$ cat src/rtl/ps2_host_tx_if.sv
// ps2_host_tx_if
// Bundles the command handshake and the PS/2 pad-side signals of the
// host-to-device transmitter.
//   send, data_in            command strobe and byte to transmit
//   busy, done, error        transmitter status (done/error are 1-cycle pulses)
//   ps2_clk_in, ps2_dat_in   raw PS2_CLK / PS2_DAT pin levels
//   ps2_clk_oe, ps2_dat_oe   1 = pull the line low, 0 = release
// Modports:
//   master - controller and pad side (issues commands, supplies pin levels)
//   slave  - the transmitter itself
interface ps2_host_tx_if;
    logic       send;
    logic [7:0] data_in;
    logic       busy;
    logic       done;
    logic       error;
    logic       ps2_clk_in;
    logic       ps2_dat_in;
    logic       ps2_clk_oe;
    logic       ps2_dat_oe;

    modport master (
        output send, data_in, ps2_clk_in, ps2_dat_in,
        input  busy, done, error, ps2_clk_oe, ps2_dat_oe
    );

    modport slave (
        input  send, data_in, ps2_clk_in, ps2_dat_in,
        output busy, done, error, ps2_clk_oe, ps2_dat_oe
    );
endinterface

$ cat src/rtl/ps2_host_tx.sv
// ps2_host_tx
// Host-to-device PS/2 command transmitter. Sends one byte using the
// inhibit / request-to-send / device-clocked shift / ACK sequence and
// drives the open-drain lines through output enables only; the tri-state
// buffers live in the top level.
// Ports:
//   clock   system clock
//   resetn  asynchronous active-low reset; releases both lines at once
//   bus     ps2_host_tx_if.slave (send, data_in, busy, done, error,
//           ps2_clk_in, ps2_dat_in, ps2_clk_oe, ps2_dat_oe)
// Parameters:
//   INHIBIT_CYCLES  cycles PS2_CLK is held low before the start bit
//   RTS_CYCLES      cycles data is held low with clock low before release
//   TIMEOUT_CYCLES  watchdog limit between device edges / waiting for idle
// Configuration macro:
//   PS2_TX_TIMEOUT_EN  compiles in the watchdog; without it the FSM waits
//                      indefinitely and TIMEOUT_CYCLES is unused.
module ps2_host_tx #(
    parameter int unsigned INHIBIT_CYCLES = 6000,
    parameter int unsigned RTS_CYCLES     = 100,
    parameter int unsigned TIMEOUT_CYCLES = 750000
) (
    input  logic         clock,
    input  logic         resetn,
    ps2_host_tx_if.slave bus
);

    localparam int unsigned CNT_MAX = (INHIBIT_CYCLES > RTS_CYCLES) ? INHIBIT_CYCLES : RTS_CYCLES;
    localparam int unsigned CNT_W   = $clog2(CNT_MAX + 1);

    typedef enum logic [2:0] {
        S_IDLE,
        S_INHIBIT,
        S_RTS,
        S_SHIFT,
        S_ACK,
        S_WAIT_IDLE
    } state_t;

    state_t r_state;
    state_t w_next;

    // Pin synchronisers and falling-edge detector
    logic r_clk_s1, r_clk_s2, r_clk_prev;
    logic r_dat_s1, r_dat_s2;
    logic w_clk_fall;
    logic w_idle_lines;

    // Datapath registers
    logic [CNT_W-1:0] r_cnt;
    logic [3:0]       r_bit_idx;
    logic [9:0]       r_shift;     // {stop, parity, d7..d0}
    logic             r_dat_oe;
    logic             r_done;
    logic             r_error;

    logic w_accept;
    logic w_timeout;
    logic w_clk_oe;
    logic w_dat_oe;
    logic w_busy;

    always_ff @(posedge clock or negedge resetn) begin
        if (!resetn) begin
            r_clk_s1   <= 1'b1;
            r_clk_s2   <= 1'b1;
            r_clk_prev <= 1'b1;
            r_dat_s1   <= 1'b1;
            r_dat_s2   <= 1'b1;
        end else begin
            r_clk_s1   <= bus.ps2_clk_in;
            r_clk_s2   <= r_clk_s1;
            r_clk_prev <= r_clk_s2;
            r_dat_s1   <= bus.ps2_dat_in;
            r_dat_s2   <= r_dat_s1;
        end
    end

    assign w_clk_fall   = r_clk_prev & ~r_clk_s2;
    assign w_idle_lines = r_clk_s2 & r_dat_s2;

    // A send in the same cycle as a done/error pulse is not accepted.
    assign w_accept = (r_state == S_IDLE) & bus.send & ~r_done & ~r_error;

`ifdef PS2_TX_TIMEOUT_EN
    localparam int unsigned TO_W = $clog2(TIMEOUT_CYCLES + 1);

    logic [TO_W-1:0] r_to_cnt;
    logic            w_watched;

    assign w_watched = (r_state == S_SHIFT) | (r_state == S_ACK) | (r_state == S_WAIT_IDLE);

    // Cleared on every device clock edge and on every state entry.
    always_ff @(posedge clock or negedge resetn) begin
        if (!resetn) begin
            r_to_cnt <= '0;
        end else if ((w_next != r_state) || w_clk_fall) begin
            r_to_cnt <= '0;
        end else begin
            r_to_cnt <= r_to_cnt + 1'b1;
        end
    end

    assign w_timeout = w_watched & (r_to_cnt == TO_W'(TIMEOUT_CYCLES - 1));
`else
    logic w_unused_timeout;
    assign w_unused_timeout = (TIMEOUT_CYCLES != 0);
    assign w_timeout        = 1'b0;
`endif

    // State register
    always_ff @(posedge clock or negedge resetn) begin
        if (!resetn) begin
            r_state <= S_IDLE;
        end else begin
            r_state <= w_next;
        end
    end

    // Next-state logic
    always_comb begin
        w_next = r_state;
        unique case (r_state)
            S_IDLE: begin
                if (w_accept) w_next = S_INHIBIT;
            end
            S_INHIBIT: begin
                if (r_cnt == CNT_W'(INHIBIT_CYCLES - 1)) w_next = S_RTS;
            end
            S_RTS: begin
                if (r_cnt == CNT_W'(RTS_CYCLES - 1)) w_next = S_SHIFT;
            end
            S_SHIFT: begin
                if (w_timeout)                             w_next = S_IDLE;
                else if (w_clk_fall && r_bit_idx == 4'd9)  w_next = S_ACK;
            end
            S_ACK: begin
                if (w_timeout)       w_next = S_IDLE;
                else if (w_clk_fall) w_next = r_dat_s2 ? S_IDLE : S_WAIT_IDLE;
            end
            S_WAIT_IDLE: begin
                if (w_timeout || w_idle_lines) w_next = S_IDLE;
            end
            default: w_next = S_IDLE;
        endcase
    end

    // Datapath: phase counter, shift register, registered data enable, pulses
    always_ff @(posedge clock or negedge resetn) begin
        if (!resetn) begin
            r_cnt     <= '0;
            r_bit_idx <= '0;
            r_shift   <= '0;
            r_dat_oe  <= 1'b0;
            r_done    <= 1'b0;
            r_error   <= 1'b0;
        end else begin
            // Pulses coincide with the return to IDLE, so busy drops in the same cycle.
            r_done  <= (r_state == S_WAIT_IDLE) & ~w_timeout & w_idle_lines;
            r_error <= w_timeout | ((r_state == S_ACK) & w_clk_fall & r_dat_s2);
            r_cnt   <= (w_next != r_state) ? '0 : r_cnt + 1'b1;

            unique case (r_state)
                S_IDLE: begin
                    r_dat_oe <= 1'b0;
                    if (w_accept) begin
                        r_shift   <= {1'b1, ~^bus.data_in, bus.data_in};
                        r_bit_idx <= '0;
                    end
                end
                S_RTS: begin
                    // Start bit stays driven into SHIFT until the first device edge.
                    r_dat_oe <= 1'b1;
                end
                S_SHIFT: begin
                    if (w_clk_fall) begin
                        r_dat_oe  <= ~r_shift[r_bit_idx];
                        r_bit_idx <= r_bit_idx + 1'b1;
                    end
                end
                default: ;
            endcase
        end
    end

    // Outputs decoded from state so that reset releases the lines immediately
    always_comb begin
        w_clk_oe = 1'b0;
        w_dat_oe = 1'b0;
        w_busy   = (r_state != S_IDLE);
        unique case (r_state)
            S_INHIBIT: begin
                w_clk_oe = 1'b1;
            end
            S_RTS: begin
                w_clk_oe = 1'b1;
                w_dat_oe = 1'b1;
            end
            S_SHIFT, S_ACK: begin
                w_dat_oe = r_dat_oe;
            end
            default: ;
        endcase
    end

    assign bus.ps2_clk_oe = w_clk_oe;
    assign bus.ps2_dat_oe = w_dat_oe;
    assign bus.busy       = w_busy;
    assign bus.done       = r_done;
    assign bus.error      = r_error;

endmodule

$ cat src/flat_wrapper.sv
// flat-port wrapper written by rule: the top's interface ports become plain ports
module ps2_host_tx_flat 
#(
    parameter int unsigned INHIBIT_CYCLES = 6000,
    parameter int unsigned RTS_CYCLES     = 100,
    parameter int unsigned TIMEOUT_CYCLES = 750000
)
  (clock, resetn, bus_send, bus_data_in, bus_ps2_clk_in, bus_ps2_dat_in, bus_busy, bus_done, bus_error, bus_ps2_clk_oe, bus_ps2_dat_oe);
  ps2_host_tx_if bus_i ();
  input  logic clock;
  input  logic resetn;
  input wire logic [$bits(bus_i.send)-1:0] bus_send;
  input wire logic [$bits(bus_i.data_in)-1:0] bus_data_in;
  input wire logic [$bits(bus_i.ps2_clk_in)-1:0] bus_ps2_clk_in;
  input wire logic [$bits(bus_i.ps2_dat_in)-1:0] bus_ps2_dat_in;
  output wire logic [$bits(bus_i.busy)-1:0] bus_busy;
  output wire logic [$bits(bus_i.done)-1:0] bus_done;
  output wire logic [$bits(bus_i.error)-1:0] bus_error;
  output wire logic [$bits(bus_i.ps2_clk_oe)-1:0] bus_ps2_clk_oe;
  output wire logic [$bits(bus_i.ps2_dat_oe)-1:0] bus_ps2_dat_oe;
  assign bus_i.send = bus_send;
  assign bus_i.data_in = bus_data_in;
  assign bus_i.ps2_clk_in = bus_ps2_clk_in;
  assign bus_i.ps2_dat_in = bus_ps2_dat_in;
  assign bus_busy = bus_i.busy;
  assign bus_done = bus_i.done;
  assign bus_error = bus_i.error;
  assign bus_ps2_clk_oe = bus_i.ps2_clk_oe;
  assign bus_ps2_dat_oe = bus_i.ps2_dat_oe;
  ps2_host_tx #(.INHIBIT_CYCLES(INHIBIT_CYCLES), .RTS_CYCLES(RTS_CYCLES), .TIMEOUT_CYCLES(TIMEOUT_CYCLES)) u_core (.clock(clock), .resetn(resetn), .bus(bus_i));
endmodule
$ cat config.mk
export PLATFORM = sky130hd
export DESIGN_NAME = ps2_host_tx_flat
export DESIGN_NICKNAME = d
export VERILOG_FILES = /design/src/rtl/ps2_host_tx_if.sv /design/src/rtl/ps2_host_tx.sv /design/src/flat_wrapper.sv
export SDC_FILE = /design/constraint.sdc
export NUM_CORES = 1
export LEC_CHECK = 0
export BUFFER_PORTS_ARGS = -buffer_cell sky130_fd_sc_hd__buf_4
export CORE_MARGIN = 10
export CORE_UTILIZATION = 60
export CTS_BUF_LIST = sky130_fd_sc_hd__clkbuf_4 sky130_fd_sc_hd__clkbuf_8
export DETAILED_ROUTE_END_ITERATION = 10
export PLACE_DENSITY = 0.8
export SYNTH_ARGS = -nofsm -noshare
export SYNTH_HDL_FRONTEND = slang
export SYNTH_SLANG_ARGS = --single-unit
$ cat constraint.sdc
create_clock -name clock -period 2.5 [get_ports clock]
set_input_delay 0.625 -clock clock [delete_from_list [all_inputs] [get_ports clock]]
set_output_delay 0.625 -clock clock [all_outputs]
set_load 0.01 [all_outputs]
==> metrics.csv, run 1 <==
metric,value,unit
status,"complete, no violations",
CP arrival,2380,ps
syn_nets,192,
Sinks on Clock Net,38,
dpl ws,321,ps
insertion delay to the later sink of the worst-skew pair,350,ps
drt wl/cell,16.6,µm
"most common cell after layout, fill and taps aside",dfrtp_1,
final setup vio count,0,
Startpoint Class,register,
GR Overflow Total,0,
worst slew pin tran,1010,ps
die area,0.00596,mm²
fin crit share,0.877,
DRC,0,
leakage power,0.975,nW
RSZ-0062 raised after global routing,false,
Final Non-Filler Cells,238,
syn_area_per_cell,11.2,µm²
fin area,0.00216,mm²
Reg power frac,0.610,
Placer Congestion,0.928,
total of max-cap violations,0,
Core ar.,0.00310,mm²
post-synth cell types,41,
largest net degree at the start of global routing,39,
final critical-path setup slack,308,ps
vias in the first global route,1409,
IO Pins,18,
main flop type after synthesis,dfrtp_1,
Tot Pwr,1.05,mW
vias post-DR,1406,
P_int,0.817,mW
layout cell share with drive strength beyond 1,0.232,
Layout area overhead,10.0,%
placed insts,230,
DP Area,0.00210,mm²
routed vias/inst,5.91,
Worst Hold Class,in2async,
Sw Share,0.225,
post-route ant nets,0,
Layout Skew,6.41,ps
Setup Total Neg Slack,0,ps
Die Span X,77.2,µm
PD cells,488,mW/mm²
Clock Tree Buf Depth,2,
Post-CTS Resized,0,
Synth Instances,176,
overall routing resource usage,0.137,
DP HPWL,2920,µm
antenna violations before repair,0,
final core occ,0.696,
register area share after synthesis,0.488,
clock-pin slew on the worst setup and hold paths,110,ps
CTS tree,yes,
"Setup Fix Bufs, Post-CTS",0,
Syn. warnings,0,
Final min period,2190,ps
cell area after synthesis,0.00196,mm²
CTS H-tree depth,2,
ys async rst share,1.00,
CTS Hold Bufs,0,
Routed WL,3950,µm
worst hold slack,220,ps
worst-path cell chain,or3_4 > or4b_4 > o211ai_2 > nor4_1,
final hold vios,0,
worst r2r src,u_core.r_state[0]$_DFF_PN0_,
initial drt markers,110,
Worst Path Required,2690,ps
CP Class,reg2reg,
Port Buf Inserts,17,
Nets,209,
total of flip-flops plus latches after synthesis,38,
largest stage delay on the critical path,630,ps
Die Y,77.2,µm
Final Max Slew Viols,0,
Row Count,20,
maximum vdd drop,314,µV
Inserted Diodes,0,
Clock Power Share,0.326,
CP Capture Type,register,
"commonest cells after routing, fill and taps aside","33 x dfrtp_1, 18 x buf_4, 17 x xnor2_1",
CTS buffer count,5,
P_sw,0.237,mW
critical path startpoint,u_core.r_state[0]$_DFF_PN0_,
Logic pwr share,0.064,
initial core utilization,0.633,
crit path max fanout,16,
"EDFF count, synth",0,
clock root cell,clkbuf_4,
relative slew slack,0.324,
first-pass GRT wire length,6740,µm
drt pass-1 iters,4,
Worst path slowest cell,or4b_4,
FMAX,456,MHz
==> routing by layer <==
layer,track usage,up-vias,part of all wire
met2,0.216,39,0.46
met5,0,-,0
met4,0.0529,0,0.016
met1,0.166,688,0.46
li1,-,671,-
met3,0.0513,8,0.065
==> cell usage after synthesis, types with 2 or more instances <==
library cell / n / area [µm²]
nand2_1: 13 / 48.8
o21ai_0: 6 / 30.0
nor2b_1: 3 / 18.8
nor2_1: 6 / 22.5
dfrtp_1: 33 / 826
and3b_1: 2 / 17.5
nor3_1: 6 / 30.0
buf_6: 3 / 33.8
xnor2_1: 17 / 149
inv_1: 3 / 11.3
a32o_1: 2 / 20.0
ha_1: 3 / 37.5
mux2_2: 6 / 67.6
and2_1: 4 / 25.0
mux4_2: 2 / 45.0
mux2_4: 3 / 45.0
dfstp_2: 5 / 131
and3_1: 4 / 25.0
xor2_1: 4 / 35.0
nor3b_1: 3 / 22.5
nor4_1: 14 / 87.6
nand4_1: 4 / 25.0
a21oi_1: 4 / 20.0
clkbuf_1: 2 / 7.51
nand3_1: 7 / 35.0
nand2b_1: 2 / 12.5
==> critical path, delay by kind of cell (launching register included) <==
| kind | cells | cell delay [ps] |
|---|---|---|
| simple gates | 3 | 1200 |
| compound gates | 1 | 300 |
| flops | 1 | 530 |
==> sequential cells by signal (all words and copies together), names as in the netlist <==
signal / cells
u_core.r_shift: 10
u_core.bus.done: 1
u_core.r_dat_oe: 1
u_core.r_clk_s1: 1
u_core.r_cnt: 13
u_core.r_dat_s1: 1
u_core.r_clk_s2: 1
u_core.bus.error: 1
u_core.r_state: 3
u_core.r_bit_idx: 4
u_core.r_clk_prev: 1
u_core.r_dat_s2: 1
==> area by class of cell <==
cell class,count,area (µm²)
flip-flops and latches,38,957
fillers,255,943
multi-input cells,127,937
repair buffers,18,135
clock buffers,7,58.8
well taps,44,55.1
inverters,3,11.3
clock inverters,1,5.00
==> power by group through the flow <==
stage               combinational (mW)  sequential, mW  clock, mW
global route                    0.0748           0.645      0.382
floorplan                       0.0348           0.651          0
global placement                0.0662           0.653          0
finish                          0.0678           0.643      0.343
detailed placement              0.0696           0.655          0
CTS                             0.0699           0.643      0.347
==> cell families after synthesis <==
family | Yosys count | synth area share
AO/OA/AOI/OAI | 17 | 0.0586
XOR/XNOR | 21 | 0.0937
adder cells (fa/ha/maj) | 3 | 0.0191
buffers and inverters | 11 | 0.0351
flip-flops | 38 | 0.488
multiplexers | 12 | 0.0854
AND/OR/NAND/NOR | 74 | 0.221
==> worst paths after layout <==
kind	to	cells past startpoint	slack (ps)
worst max-delay path	u_core.r_cnt[8]$_DFF_PN0_	4	310
worst min-delay path	u_core.r_state[2]$_DFF_PN0_	1	220
worst max register to register	u_core.r_cnt[8]$_DFF_PN0_	4	310
worst min register to register	u_core.r_clk_s2$_DFF_PN1_	0	360
max in group asynchronous	u_core.r_clk_s2$_DFF_PN1_	1	1930
min in group clock	u_core.r_clk_s2$_DFF_PN1_	0	360
(Power assumes the default switching activity.)
==> inputs of run 2 (changes only) <==
--- a/config.mk
+++ b/config.mk
@@ -5,12 +5,12 @@
 export SDC_FILE = /design/constraint.sdc
 export NUM_CORES = 1
 export LEC_CHECK = 0
+export ABC_AREA = 1
 export BUFFER_PORTS_ARGS = -buffer_cell sky130_fd_sc_hd__buf_4
-export CORE_MARGIN = 10
 export CORE_UTILIZATION = 60
 export CTS_BUF_LIST = sky130_fd_sc_hd__clkbuf_4 sky130_fd_sc_hd__clkbuf_8
 export DETAILED_ROUTE_END_ITERATION = 10
-export PLACE_DENSITY = 0.8
+export PLACE_DENSITY = 0.81
 export SYNTH_ARGS = -nofsm -noshare
 export SYNTH_HDL_FRONTEND = slang
 export SYNTH_SLANG_ARGS = --single-unit
==> metrics.csv, run 2 <==
metric,value,unit,change
GRT met1 Usage,0.310,,+0.145
"top cells by count, synth","54 x nand2_1, 33 x dfrtp_1, 33 x inv_1, 33 x nor2_1, 17 x nand3_1",,
Placer Congestion,0.898,,-3.2%
"most common cell after layout, fill and taps aside",nand2_1,,
worst hold slack,214,ps,-5.63 ps
Routed WL,3280,µm,-17%
Critical R2R Capture,u_core.r_cnt[3]$_DFF_PN0_,,
clock root cell,clkbuf_4,,
PD cells,474,mW/mm²,-2.8%
leakage power,1.10,nW,+13%
syn_area_per_cell,8.12,µm²,-27%
Sinks on Clock Net,38,,unchanged
layout cell share with drive strength beyond 1,0.144,,-0.0880
CP arrival,1490,ps,-890 ps
IO Pins,18,,unchanged
final setup vio count,0,,unchanged
drt pass-1 iters,4,,unchanged
Row Count,20,,unchanged
share of the synthesized area in the top cell type,0.431,,+0.0102
biggest area consumer among synthesized cells,dfrtp_1,,
Syn. warnings,0,,unchanged
critical path startpoint,u_core.r_state[1]$_DFF_PN0_,,
largest family of logic cells by synthesized area,simple AND/OR/NAND/NOR gates,,
Critical path destination,bus_ps2_dat_oe,,
Largest regs,"u_core.r_cnt (13), u_core.r_shift (10), u_core.r_bit_idx (4)",,
overall routing resource usage,0.225,,+0.0882
Layout area overhead,11.3,%,
CTS Hold Bufs,0,,unchanged
status,"complete, no violations",,
Final Max Slew Viols,0,,unchanged
met2 usage,0.337,,+0.121
DP HPWL,2340,µm,-20%
fin area,0.00213,mm²,-1.2%
leading post-synthesis cells by cell area,"dfrtp_1 43%, nand2_1 11%, dfstp_2 6.9%, inv_1 6.5%, nor2_1 6.5%",,
main flop type after synthesis,dfrtp_1,,
most frequent cell after synthesis,nand2_1,,
"Most Used Layer, Global Route",met2,,
largest register by flop count,u_core.r_cnt,,
Layout Skew,19.6,ps,+13.2 ps
Setup Total Neg Slack,0,ps,unchanged
register area share after synthesis,0.499,,+0.0118
crit path max fanout,4,,-12
placed insts,293,,+27%
XOR/XNOR Fraction of Synth Area,0.0731,,-0.0206
Final Non-Filler Cells,301,,+26%
Die Span X,58.5,µm,-24%
Worst Hold Class,in2async,,
Clock Tree Buf Depth,2,,unchanged
die area,0.00342,mm²,-43%
r2r setup slk,690,ps,+380 ps
initial drt markers,156,,+42%
drt wl/cell,10.9,µm,-34%
Core ar.,0.00305,mm²,-1.6%
worst slew pin tran,509,ps,-504 ps
post-synthesis mux area share,0,,-0.0854
FMAX,473,MHz,+3.7%
final hold vios,0,,unchanged
ys async rst share,1.00,,unchanged
final core occ,0.699,,+0.00280
vias post-DR,1499,,+6.6%
total of max-cap violations,0,,unchanged
adder-cell share of the synthesized area,0.0196,,+0.000462
CP Capture Type,primary output,,
CTS buffer count,5,,unchanged
vias in the first global route,1315,,-6.7%
"EDFF count, synth",0,,unchanged
Startpoint Class,register,,
Worst Path Required,1880,ps,-810 ps
Final min period,2110,ps,-77.4 ps
Compound-Gate Fraction of Synth Area,0.0640,,+0.00533
Nets,272,,+30%
post-route ant nets,0,,unchanged
Post-CTS Resized,0,,unchanged
CTS H-tree depth,2,,unchanged
"Setup Fix Bufs, Post-CTS",0,,unchanged
Synth Instances,236,,+34%
GR Overflow Total,0,,unchanged
Largest register FFs,13,,unchanged
maximum vdd drop,320,µV,+1.8%
relative slew slack,0.658,,+0.333
met3 Track Usage GR,0.0857,,+0.0344
DP Area,0.00207,mm²,-1.3%
Simple-Gate Fraction of Synth Area,0.260,,+0.0393
"commonest cells after routing, fill and taps aside","54 x nand2_1, 33 x inv_1, 33 x nor2_1, 33 x dfrtp_1",,
clock-pin slew on the worst setup and hold paths,120,ps,about the same
R2R depth,9,,+5
fin crit share,0.846,,-0.0310
CP Class,reg2out,,
worst r2r src,u_core.r_bit_idx[0]$_DFFE_PN0P_,,
DRC,0,,unchanged
Die Y,58.5,µm,-24%
Port Buf Inserts,17,,unchanged
insertion delay to the later sink of the worst-skew pair,350,ps,about the same
CTS tree,yes,,
antenna violations before repair,0,,unchanged
total of flip-flops plus latches after synthesis,38,,unchanged
Inserted Diodes,0,,unchanged
RSZ-0062 raised after global routing,false,,
first-pass GRT wire length,5650,µm,-16%
routed vias/inst,4.98,,-16%
cell area after synthesis,0.00192,mm²,-2.4%
largest net degree at the start of global routing,39,,unchanged
syn_nets,252,,+31%
initial core utilization,0.628,,-0.00479
post-synth cell types,25,,-39%
[run 2: cell types whose count changed after synthesis, moves of 4 or more]
cell,previous run,this run
inv_1,3,33
nor2_1,6,33
o211ai_1,0,4
nand3_1,7,17
and2_1,4,0
and3_1,4,0
o21ai_0,6,11
xnor2_1,17,7
nand2_1,13,54
xor2_1,4,9
mux2_2,6,0
nor4_1,14,0
[run 2: stage by stage]
| stage | worst slack, ps | power, mW |
|---|---|---|
| 6_report | 385 | 1.01 |
| 5_1_grt | 275 | 1.07 |
| 4_1_cts | 386 | 1.02 |
| 3_5_place_dp | 723 | 0.687 |
| 3_3_place_gp | 792 | 0.686 |
| 2_1_floorplan | 1010 | 0.655 |
[run 2: kinds of logic (layout without fill, tap and decap cells)]
logic type	after synthesis	count (layout)
flops	38	38
fa+ha+maj	3	3
buf+inv	39	60
simple gates	118	118
xor+xnor	16	16
compound gates	22	22
[run 2: worst max-delay path, cell delays in order, from the launching register on]
cell	delay [ps]
dfrtp_1	430
inv_1	100
nand3_1	140
inv_1	70
o21ai_0	190
nand2_1	70
buf_4	140
[run 2: routing by layer]
| layer | up-vias | wire length (µm) |
|---|---|---|
| met2 | 42 | 1440 |
| li1 | 779 | - |
| met4 | 0 | 53 |
| met1 | 671 | 1610 |
| met3 | 7 | 169 |
| met5 | - | 0 |
[run 2: report_power, final]
group / internal, mW / switching [mW] / leakage, nW
combinational: 0.0237 / 0.0262 / 0.607
clock: 0.147 / 0.191 / 0.0387
sequential: 0.622 / 0.00193 / 0.452
[run 2: how the worst min path moves through the flow]
stage                                         start                    endpoint  slack, ps  cells after the start
after floorplan                              resetn   u_core.bus.done$_DFF_PN0_        330                      0
after global placement    u_core.r_dat_s1$_DFF_PN1_   u_core.r_dat_s2$_DFF_PN1_        350                      0
after detailed placement  u_core.r_clk_s1$_DFF_PN1_   u_core.r_clk_s2$_DFF_PN1_        350                      0
after CTS                                    resetn  u_core.r_cnt[12]$_DFF_PN0_        220                      1
after global routing                         resetn  u_core.r_cnt[12]$_DFF_PN0_        220                      1
final                                        resetn  u_core.r_cnt[10]$_DFF_PN0_        210                      1
[run 2: cell type report]
type                    instances  area (µm²)
clock buffers                   7        58.8
clock inverters                 1        5.00
fillers                       273         920
inverters                      35         131
multi-input cells             159         798
flip-flops and latches         38         957
well taps                      44        55.1
repair buffers                 17         128
==> inputs of run 3 (changes only) <==
==> constraint.sdc (replaced) <==
create_clock -name clock -period 2.05 [get_ports clock]
set_input_delay 0.5125 -clock clock [delete_from_list [all_inputs] [get_ports clock]]
set_output_delay 0.5125 -clock clock [all_outputs]
set_load 0.01 [all_outputs]
==> metrics.csv, run 3 (synthesis results as in run 2) <==
metric,value,unit,change
worst-path cell chain,inv_2 > nand2_1 > nor2_4 > inv_1 > nand2_1 > buf_4,,
drt wl/cell,11.5,µm,+5.7%
Clock Tree Buf Depth,2,,unchanged
vias post-DR,1510,,+0.73%
Placer Congestion,0.904,,+0.67%
leakage power,1.12,nW,+2.2%
die area,0.00342,mm²,unchanged
worst r2r src,u_core.r_bit_idx[1]$_DFFE_PN0P_,,
CTS tree,yes,,
post-route ant nets,0,,unchanged
relative slew slack,0.661,,+0.00332
Startpoint Class,register,,
"commonest cells after routing, fill and taps aside","54 x nand2_1, 33 x inv_1, 32 x nor2_1, 32 x dfrtp_1, 18 x buf_4",,
r2r setup slk,320,ps,-370 ps
vias in the first global route,1452,,+10%
DP HPWL,2430,µm,+4.0%
Largest regs,"u_core.r_cnt (13), u_core.r_shift (10), u_core.r_bit_idx (4)",,
worst slew pin tran,505,ps,-4.94 ps
CTS H-tree depth,2,,unchanged
Worst Hold Class,in2async,,
first-pass GRT wire length,6190,µm,+9.5%
Final Max Slew Viols,0,,unchanged
Row Count,20,,unchanged
Worst path slowest cell,dfrtp_1,,
clock-pin slew on the worst setup and hold paths,110,ps,about the same
IO Pins,18,,unchanged
GR Overflow Total,0,,unchanged
final core occ,0.720,,+0.0209
R2R depth,10,,+1
DRC,0,,unchanged
largest stage delay on the critical path,440,ps,about the same
final hold vios,0,,unchanged
drt pass-1 iters,4,,unchanged
fin crit share,0.940,,
CP Class,reg2out,,
status,"complete, no violations",,
DP Area,0.00208,mm²,+0.36%
Fill cells,244,,-11%
crit path max fanout,5,,+1
Nets,273,,+0.37%
Critical R2R Capture,u_core.r_cnt[3]$_DFF_PN0_,,
clock root cell,clkbuf_4,,
overall routing resource usage,0.247,,+0.0220
CP dominant cell by count,nand2_1,,
initial core utilization,0.628,,unchanged
fin area,0.00220,mm²,+3.0%
largest register by flop count,u_core.r_cnt,,
CTS buffer count,5,,unchanged
worst hold slack,91.2,ps,-123 ps
Die Y,58.5,µm,unchanged
PD cells,678,mW/mm²,+43%
Setup Total Neg Slack,0,ps,unchanged
CP arrival,1420,ps,-70 ps
Port Buf Inserts,17,,unchanged
initial drt markers,71,,-54%
largest net degree at the start of global routing,39,,unchanged
Layout area overhead,14.6,%,
Final min period,1930,ps,
Die Span X,58.5,µm,unchanged
final critical-path setup slack,122,ps,-263 ps
"most common cell after layout, fill and taps aside",nand2_1,,
FMAX,519,MHz,
dpl ws,363,ps,-360 ps
Worst Path Required,1540,ps,-340 ps
total of max-cap violations,0,,unchanged
Inserted Diodes,0,,unchanged
Largest register FFs,13,,unchanged
insertion delay to the later sink of the worst-skew pair,350,ps,about the same
RSZ-0062 raised after global routing,false,,
maximum vdd drop,442,µV,+38%
antenna violations before repair,0,,unchanged
Routed WL,3480,µm,+6.1%
CP Capture Type,primary output,,
routed vias/inst,5.00,,+0.40%
final setup vio count,0,,unchanged
CTS Hold Bufs,0,,unchanged
layout cell share with drive strength beyond 1,0.155,,+0.0111
Layout Skew,6.57,ps,-13.0 ps
Core ar.,0.00305,mm²,unchanged
Sinks on Clock Net,38,,unchanged
run 3: metal layers:
layer	up-vias	share of wire	track usage
met3	6	0.035	0.0813
met4	0	0.018	0.0986
met5	-	0	0
met1	697	0.48	0.315
li1	776	-	-
met2	31	0.47	0.392
run 3: power by group:
part | total [mW] | switching [mW] | internal (mW)
combinational | 0.0604 | 0.0316 | 0.0289
clock | 0.668 | 0.255 | 0.413
sequential | 0.761 | 0.00243 | 0.758
run 3: worst max-delay path by stage:
stage / startpoint / to / slack (ps) / cells after the start
after floorplan: u_core.r_bit_idx[1]$_DFFE_PN0P_ / u_core.r_cnt[5]$_DFF_PN0_ / 570 / 11
after global placement: u_core.r_bit_idx[1]$_DFFE_PN0P_ / u_core.r_cnt[12]$_DFF_PN0_ / 430 / 10
after detailed placement: u_core.r_bit_idx[1]$_DFFE_PN0P_ / u_core.r_cnt[3]$_DFF_PN0_ / 360 / 10
after CTS: u_core.r_state[0]$_DFF_PN0_ / bus_ps2_dat_oe / 90 / 6
after global routing: u_core.r_state[2]$_DFF_PN0_ / bus_ps2_dat_oe / 3 / 6
final: u_core.r_state[2]$_DFF_PN0_ / bus_ps2_clk_oe / 120 / 6
run 3: repair_timing:
| action | 4_1_cts | 5_1_grt |
|---|---|---|
| pin swaps | 0 | 0 |
| setup endpoints to repair | 2 | 2 |
| buffers inserted | 0 | 0 |
| resized for setup | 1 | 3 |
| gates cloned | 0 | 0 |
run 3: final cells by class:
| class | instances | area (µm²) | share of cell area |
|---|---|---|---|
| Timing Repair Buffer | 18 | 135 | 0.0615 |
| Sequential cell | 38 | 958 | 0.436 |
| Inverter | 35 | 131 | 0.0598 |
| Tap cell | 44 | 55.1 | 0.0251 |
| Clock buffer | 6 | 51.3 | 0.0233 |
| Clock inverter | 2 | 60.1 | 0.0273 |
| Multi-Input combinational cell | 159 | 806 | 0.367 |
run 3: critical path, delay by kind of cell (launching register included):
kind,cells,cell delay (ps)
buffers and inverters,3,280
AND/OR/NAND/NOR,3,340
flip-flops,1,440
run 3: stage by stage:
step	std cells	total power [mW]
after floorplan	236	0.799
after global placement	294	0.836
after detailed placement	294	0.837
after CTS	302	1.50
after global routing	302	1.54
final	302	1.49
